==> src/rtl/c16_tap_pkg.sv <==
// Shared types and constants for the C16 TAP cassette player.
// Latency: n/a (declarations only).
// Backpressure: n/a.
package c16_tap_pkg;

    typedef enum logic [2:0] {
        ST_HEADER,
        ST_FETCH,
        ST_EXT0,
        ST_EXT1,
        ST_EXT2,
        ST_RUN_A,
        ST_RUN_B,
        ST_DONE
    } state_t;

    localparam int HEADER_LEN     = 20;
    localparam int VERSION_OFFSET = 12;
    localparam int SCALE_SHIFT    = 3;
    localparam int V0_ZERO_LEN    = 2048;
    localparam int PLEN_W         = 24;

    // Header version field: only the low two bits matter, and 3 behaves as 2.
    function automatic logic [1:0] clamp_version(input logic [7:0] b);
        return (b[1:0] == 2'd3) ? 2'd2 : b[1:0];
    endfunction

endpackage

==> src/rtl/tap_fifo.sv <==
// Synchronous byte FIFO with registered full/empty flags.
// Latency: popped data appears on rd_data the cycle after rd.
// Backpressure: writes are dropped while full; reads ignored while empty.
module tap_fifo #(
    parameter int DEPTH = 16,
    parameter int WIDTH = 8
) (
    input  logic             clk,
    input  logic             rst,
    input  logic             wr,
    input  logic [WIDTH-1:0] wr_data,
    input  logic             rd,
    output logic [WIDTH-1:0] rd_data,
    output logic             full,
    output logic             empty
);

    localparam int AW = $clog2(DEPTH);
    localparam logic [AW:0]   CNT_ONE  = (AW+1)'(1);
    localparam logic [AW:0]   CNT_FULL = (AW+1)'(DEPTH);
    localparam logic [AW-1:0] PTR_ONE  = AW'(1);

    logic [WIDTH-1:0] mem [DEPTH];
    logic [AW-1:0]    wptr;
    logic [AW-1:0]    rptr;
    logic [AW:0]      count;
    logic [AW:0]      count_nxt;
    logic             do_wr;
    logic             do_rd;

    assign do_wr = wr & ~full;
    assign do_rd = rd & ~empty;

    // Occupancy after this cycle's accepted write/read.
    always_comb begin
        count_nxt = count;
        case ({do_wr, do_rd})
            2'b10:   count_nxt = count + CNT_ONE;
            2'b01:   count_nxt = count - CNT_ONE;
            default: count_nxt = count;
        endcase
    end

    // Storage array; contents need no reset since pointers gate visibility.
    always_ff @(posedge clk) begin
        if (do_wr) begin
            mem[wptr] <= wr_data;
        end
    end

    // Pointers, registered flags and the registered read port.
    always_ff @(posedge clk) begin
        if (rst) begin
            wptr    <= '0;
            rptr    <= '0;
            count   <= '0;
            full    <= 1'b0;
            empty   <= 1'b1;
            rd_data <= '0;
        end else begin
            if (do_wr) begin
                wptr <= wptr + PTR_ONE;
            end
            if (do_rd) begin
                rptr    <= rptr + PTR_ONE;
                rd_data <= mem[rptr];
            end
            count <= count_nxt;
            full  <= (count_nxt == CNT_FULL);
            empty <= (count_nxt == '0);
        end
    end

endmodule

==> src/rtl/c16_tap_player.sv <==
// Parses a C16 TAP byte stream and regenerates CASS_READ / CASS_SENSE.
// Latency: <=3 cycles from FIFO non-empty in FETCH to the RUN_A edge on CASS_READ.
// Backpressure: tap_full (registered) stalls the loader; playback stalls on underrun.
module c16_tap_player
    import c16_tap_pkg::*;
#(
    parameter int FIFO_DEPTH = 16
) (
    input  logic       CLK28,
    input  logic       RESET,
    input  logic       tick_en,
    input  logic       tap_reset,
    input  logic       tap_wr,
    input  logic [7:0] tap_data,
    input  logic       tap_eof,
    output logic       tap_full,
    input  logic       play,
    input  logic       CASS_MOTOR,
    output logic       CASS_READ,
    output logic       CASS_SENSE,
    output logic [1:0] version,
    output logic       done
);

    localparam int HCW = 5;
    localparam logic [HCW-1:0]    HDR_END  = HCW'(HEADER_LEN);
    localparam logic [HCW-1:0]    VER_SEEN = HCW'(VERSION_OFFSET + 1);
    localparam logic [HCW-1:0]    HDR_ONE  = HCW'(1);
    localparam logic [PLEN_W-1:0] ZERO_LEN = PLEN_W'(V0_ZERO_LEN);
    localparam logic [PLEN_W-1:0] ONE      = PLEN_W'(1);

    logic              flush;
    logic              fifo_empty;
    logic              fifo_pop;
    logic [7:0]        fifo_dat;

    state_t            state;
    state_t            state_nxt;
    logic              pend;
    logic              pend_nxt;
    logic [HCW-1:0]    hdr_cnt;
    logic [HCW-1:0]    hdr_nxt;
    logic [1:0]        ver_q;
    logic [1:0]        ver_nxt;
    logic [PLEN_W-1:0] plen;
    logic [PLEN_W-1:0] plen_nxt;
    logic [PLEN_W-1:0] cnt;
    logic [PLEN_W-1:0] cnt_nxt;
    logic [PLEN_W-1:0] p_new;
    logic [PLEN_W-1:0] p_eff;
    logic [PLEN_W-1:0] p_half;
    logic              start;
    logic              read_q;
    logic              read_nxt;
    logic              latch_q;
    logic              latch_nxt;
    logic              sense_q;
    logic              sense_nxt;
    logic              run;
    logic              tick_q;

    assign flush  = RESET | tap_reset;
    assign run    = ~CASS_MOTOR & latch_q;
    assign tick_q = tick_en & run;

    tap_fifo #(
        .DEPTH (FIFO_DEPTH),
        .WIDTH (8)
    ) u_fifo (
        .clk     (CLK28),
        .rst     (flush),
        .wr      (tap_wr),
        .wr_data (tap_data),
        .rd      (fifo_pop),
        .rd_data (fifo_dat),
        .full    (tap_full),
        .empty   (fifo_empty)
    );

    // Parser / pulse FSM: next state, FIFO pops, pulse length, counter and tape level.
    // 'pend' marks that fifo_dat holds the byte popped in the previous cycle.
    always_comb begin
        state_nxt = state;
        pend_nxt  = 1'b0;
        hdr_nxt   = hdr_cnt;
        ver_nxt   = ver_q;
        plen_nxt  = plen;
        cnt_nxt   = cnt;
        read_nxt  = read_q;
        fifo_pop  = 1'b0;
        start     = 1'b0;
        p_new     = '0;
        p_eff     = '0;
        p_half    = '0;

        case (state)
            ST_HEADER: begin
                // Header parsing runs regardless of motor/play.
                if (pend && (hdr_cnt == VER_SEEN)) begin
                    ver_nxt = clamp_version(fifo_dat);
                end
                if (hdr_cnt != HDR_END) begin
                    if (!fifo_empty) begin
                        fifo_pop = 1'b1;
                        pend_nxt = 1'b1;
                        hdr_nxt  = hdr_cnt + HDR_ONE;
                    end
                end else if (!pend) begin
                    state_nxt = ST_FETCH;
                end
            end

            ST_FETCH, ST_EXT0, ST_EXT1, ST_EXT2: begin
                if (!run) begin
                    // Tape stopped: keep any already-popped byte for later.
                    pend_nxt = pend;
                end else if (pend) begin
                    case (state)
                        ST_FETCH: begin
                            if (fifo_dat != 8'd0) begin
                                start = 1'b1;
                                p_new = PLEN_W'(fifo_dat) << SCALE_SHIFT;
                            end else if (ver_q == 2'd0) begin
                                start = 1'b1;
                                p_new = ZERO_LEN;
                            end else begin
                                state_nxt = ST_EXT0;
                                plen_nxt  = '0;
                            end
                        end
                        ST_EXT0: begin
                            plen_nxt[7:0] = fifo_dat;
                            state_nxt     = ST_EXT1;
                        end
                        ST_EXT1: begin
                            plen_nxt[15:8] = fifo_dat;
                            state_nxt      = ST_EXT2;
                        end
                        default: begin
                            start = 1'b1;
                            p_new = {fifo_dat, plen[15:0]};
                        end
                    endcase
                end else if (fifo_empty) begin
                    if (tap_eof) begin
                        state_nxt = ST_DONE;
                        read_nxt  = 1'b1;
                    end
                end else begin
                    fifo_pop = 1'b1;
                    pend_nxt = 1'b1;
                end
            end

            ST_RUN_A: begin
                if (tick_q) begin
                    if (cnt == ONE) begin
                        if (ver_q == 2'd2) begin
                            state_nxt = ST_FETCH;
                        end else begin
                            state_nxt = ST_RUN_B;
                            cnt_nxt   = plen - (plen >> 1);
                            read_nxt  = 1'b1;
                        end
                    end else begin
                        cnt_nxt = cnt - ONE;
                    end
                end
            end

            ST_RUN_B: begin
                if (tick_q) begin
                    if (cnt == ONE) begin
                        state_nxt = ST_FETCH;
                    end else begin
                        cnt_nxt = cnt - ONE;
                    end
                end
            end

            ST_DONE: begin
                read_nxt = 1'b1;
            end

            default: begin
                state_nxt = ST_HEADER;
            end
        endcase

        // New pulse: a zero length plays as one tick; full-wave pulses with a
        // zero-length low half go straight to the high half.
        if (start) begin
            p_eff    = (p_new == '0) ? ONE : p_new;
            p_half   = p_eff >> 1;
            plen_nxt = p_eff;
            if (ver_q == 2'd2) begin
                state_nxt = ST_RUN_A;
                cnt_nxt   = p_eff;
                read_nxt  = ~read_q;
            end else if (p_half == '0) begin
                state_nxt = ST_RUN_B;
                cnt_nxt   = p_eff - p_half;
                read_nxt  = 1'b1;
            end else begin
                state_nxt = ST_RUN_A;
                cnt_nxt   = p_half;
                read_nxt  = 1'b0;
            end
        end
    end

    // Play latch toggles on each play pulse, except in DONE where play clears it;
    // the sense line is the registered, inverted view of latch-and-not-done.
    always_comb begin
        latch_nxt = latch_q;
        if (play) begin
            latch_nxt = (state == ST_DONE) ? 1'b0 : ~latch_q;
        end
        sense_nxt = ~(latch_q && (state != ST_DONE));
    end

    // State and datapath registers; RESET and tap_reset both restore idle values.
    always_ff @(posedge CLK28) begin
        if (flush) begin
            state   <= ST_HEADER;
            pend    <= 1'b0;
            hdr_cnt <= '0;
            ver_q   <= 2'd0;
            plen    <= '0;
            cnt     <= '0;
            read_q  <= 1'b1;
            latch_q <= 1'b0;
            sense_q <= 1'b1;
        end else begin
            state   <= state_nxt;
            pend    <= pend_nxt;
            hdr_cnt <= hdr_nxt;
            ver_q   <= ver_nxt;
            plen    <= plen_nxt;
            cnt     <= cnt_nxt;
            read_q  <= read_nxt;
            latch_q <= latch_nxt;
            sense_q <= sense_nxt;
        end
    end

    assign CASS_READ  = read_q;
    assign CASS_SENSE = sense_q;
    assign version    = ver_q;
    assign done       = (state == ST_DONE);

endmodule

==> config.mk <==
export PLATFORM = sky130hd
export DESIGN_NAME = c16_tap_player
export DESIGN_NICKNAME = d
export VERILOG_FILES = /design/src/rtl/c16_tap_pkg.sv /design/src/rtl/tap_fifo.sv /design/src/rtl/c16_tap_player.sv
export SDC_FILE = /design/constraint.sdc
export NUM_CORES = 1
export LEC_CHECK = 0
export BUFFER_PORTS_ARGS = -buffer_cell sky130_fd_sc_hd__buf_2
export CORE_AREA = 2 2 191 155
export DETAILED_ROUTE_END_ITERATION = 10
export DIE_AREA = 0 0 193 157
export PLACE_DENSITY_LB_ADDON = 0.08
export SLEW_MARGIN = 25
export SYNTH_ARGS = -nofsm -noshare
export SYNTH_HDL_FRONTEND = slang
export SYNTH_SLANG_ARGS = --single-unit
==> constraint.sdc <==
create_clock -name CLK28 -period 5.6 [get_ports CLK28]
set_clock_uncertainty 0.1 [all_clocks]
set_input_delay 0.28 -clock CLK28 [delete_from_list [all_inputs] [get_ports CLK28]]
set_output_delay 0.28 -clock CLK28 [all_outputs]
set_load 0.03 [all_outputs]
==> results.yml <==
global_routing:
  grt_use_total: 0.244
  overflow: 0
  grt_pass1_wl_um: 56200
  antenna_found_initial: 0
  grt_max_degree: 47
  grt_pass1_vias: 9267
synth:
  synthDistinctLibCells: 76
  synth_edf_count: 128
  synth.area.top_cells: "edfxtp_1, dfxtp_1, mux4_2"
  yosysSeqAreaShare: 0.440
  syn_avg_cell_area_um2: 10.1
  synthFlopType: "edfxtp_1"
  syn_inst: 1254
  synth_commonest_cells: "nor2_1, edfxtp_1, a21oi_1"
  synth_warnings: 0
  yosysTopAreaCell: "edfxtp_1"
  ys_seq_elements: 213
  netlist_area_um2: 12600
  synth_top_area_frac: 0.305
  synth_fp_nets: 1344
  synth_most_common_cell: "nor2_1"
  synth-async-reset-ratio: 0
detailed_routing:
  dr_total_vias: 9914
  drt-total-wl_um: 36300
  dr.pass1.iters: 5
  drc: 0
  drt_first_iter_violations: 979
  final_antenna_net_count: 0
  drt-wirelength-per-cell_um: 22.0
  via_per_inst: 6.00
critical_path:
  reg2reg_depth: 19
  crit-reg2reg-capture: "cnt[14]"
  criticalPathCategory: "flop to flop"
  required_ns: 5.91
  reg2reg_slack_ns: 0.55
  crit_arrival_ns: 5.37
  start_kind: "flop"
  cp-end-kind: "flop"
  r2r-start: "state[0]"
  path_max_fanout: 15
clock_tree:
  htree_num_levels: 1
  cts_made_buffers: 24
  post_cts_buffers: 0
  clk_pin_slew_ns: 0.06
  cts_root_buf: "clkbuf_16"
  cts_sinks: 213
  clock_path_buffers: 3
  cts_tree: "done"
  clk_latency_ns: 0.55
worst_hold_path:
  whs_path_depth: 1
  hold_path_end: "u_fifo.mem[9][4]"
  hold_path.class: "primary input to flop"
  min_from: "tap_data[4]"
place:
  portBuffers: 21
  gp_congestion: 0.946
  place_hpwl_um: 26400
sta:
  fin_setup_tns_ns: 0
  min_period_ns: 5.05
  timing.hold.ws_ns: 0.0338
  worstMarginPinSlew_ns: 1.07
  slew_viol_final: 0
  rsz0062_at_grt: "false"
  max_freq_mhz: 198
  slew_headroom: 0.280
  min_period_over_period: 0.902
  finalHoldViolCount: 0
  setup_viol: 0
die:
  dieWidth_um: 193
  std_cell_rows: 55
  boundaryPins: 22
  dieArea_um2: 30300
  start_util: 0.447
  die_height_um: 157
  core_area_um2: 28200
power:
  cellPowerDensity_nw_per_um2: 238
  cellLeakagePower_nw: 4.94
  vdd_drop_max_uv: 250
final_layout:
  drive_gt1_frac: 0.122
  antenna_cells: 0
  nets: 1355
  nFillCells: 2661
  area_growth_pct: 10.5
status:
  status: "finished, final reports clean"
flow_run:
  drv_cap: 0
## cells by family (layout without fill, tap and decap cells)
family | count (synthesis) | in the layout | share of synthesized area
buffers and inverters | 142 | 169 | 0.0426
AND/OR/NAND/NOR | 367 | 367 | 0.138
adder cells (fa/ha/maj) | 74 | 74 | 0.0752
XOR/XNOR | 63 | 63 | 0.0438
multiplexers | 54 | 54 | 0.0827
AO/OA/AOI/OAI | 341 | 341 | 0.178
flip-flops | 213 | 213 | 0.440
## worst max-delay path: stages, from the launching register on
cell,delay (ns)
dfxtp_2,0.41
or2_2,0.42
nand2_1,0.32
a22oi_1,0.14
nor2_1,0.13
buf_4,0.15
a2111oi_0,0.06
a32oi_1,0.31
ha_1,0.24
inv_1,0.07
fa_1,0.47
a211o_1,0.29
a31oi_1,0.33
a211oi_1,0.18
or3b_2,0.47
a21oi_1,0.22
o21ai_0,0.12
xor2_1,0.15
a211oi_1,0.25
nor3_1,0.08
## final cells by class
| cell class | count | area [µm²] | area share |
|---|---|---|---|
| timing repair buffer | 52 | 340 | 0.0244 |
| sequential | 213 | 5550 | 0.398 |
| inverter | 75 | 282 | 0.0202 |
| tap | 370 | 463 | 0.0332 |
| multi-input combinational | 899 | 6550 | 0.470 |
| clock inverter | 12 | 97.6 | 0.00700 |
| clock buffer | 30 | 653 | 0.0469 |
## power by group
group	internal [mW]	switching (mW)
clock	0.833	0.666
combinational	0.0530	0.0795
sequential	1.67	0.0121
total	2.56	0.757
## routing by layer
layer  up-vias  global-route usage  part of all wire
met5         -                   0                 0
met4         0              0.0516             0.022
met3        54              0.0553             0.078
met2       339               0.351              0.41
met1      4813               0.374              0.49
li1       4708                   -                 -
## state kept, by name, summed over array words and instances, names as in the netlist, 3 cells and up
name	count
state	3
u_fifo.count	5
cnt	24
plen	24
u_fifo.mem	128
u_fifo.wptr	4
u_fifo.rd_data	8
hdr_cnt	5
u_fifo.rptr	4
## through the flow
step | std cells | area (µm²) | total power, mW | setup WS, ns | utilization
finish | 1651 | 13900 | 3.31 | 0.548 | 0.494
global placement | 1608 | 13200 | 1.85 | 0.569 | 0.467
CTS | 1651 | 13900 | 3.35 | 0.415 | 0.494
detailed placement | 1608 | 13200 | 1.85 | 0.444 | 0.467
global route | 1651 | 13900 | 3.43 | 0.116 | 0.494
floorplan | 1254 | 12600 | 1.80 | 0.957 | -
## worst max path at each step
stage                   from       to  slack [ns]  depth (start not counted)
floorplan            latch_q  cnt[14]        0.96                         20
global placement    state[0]  cnt[14]        0.57                         19
detailed placement  state[0]  cnt[14]        0.44                         19
CTS                 state[0]  cnt[14]        0.42                         19
global route        state[0]  cnt[22]        0.12                         19
finish              state[0]  cnt[14]        0.55                         19
## what timing repair did
action | 4_1_cts | 5_1_grt
resized for setup | 0 | 2
hold buffers | 1 | 0
endpoints found under the hold margin | 1 | 0
setup endpoints to repair | 0 | 1
## layout by cell type, fill, tap and decap left out, types with 24 or more instances in the layout
cell type and n:
dfxtp_1 82, buf_4 30, a211oi_1 28, nor3_1 29, o21ai_0 55, inv_1 74
xnor2_1 32, mux4_2 40, xor2_1 31, nor2_1 135, a21oi_1 108, clkbuf_16 24
edfxtp_1 128, ha_1 71, nand2_1 88
(Power assumes the default switching activity.)
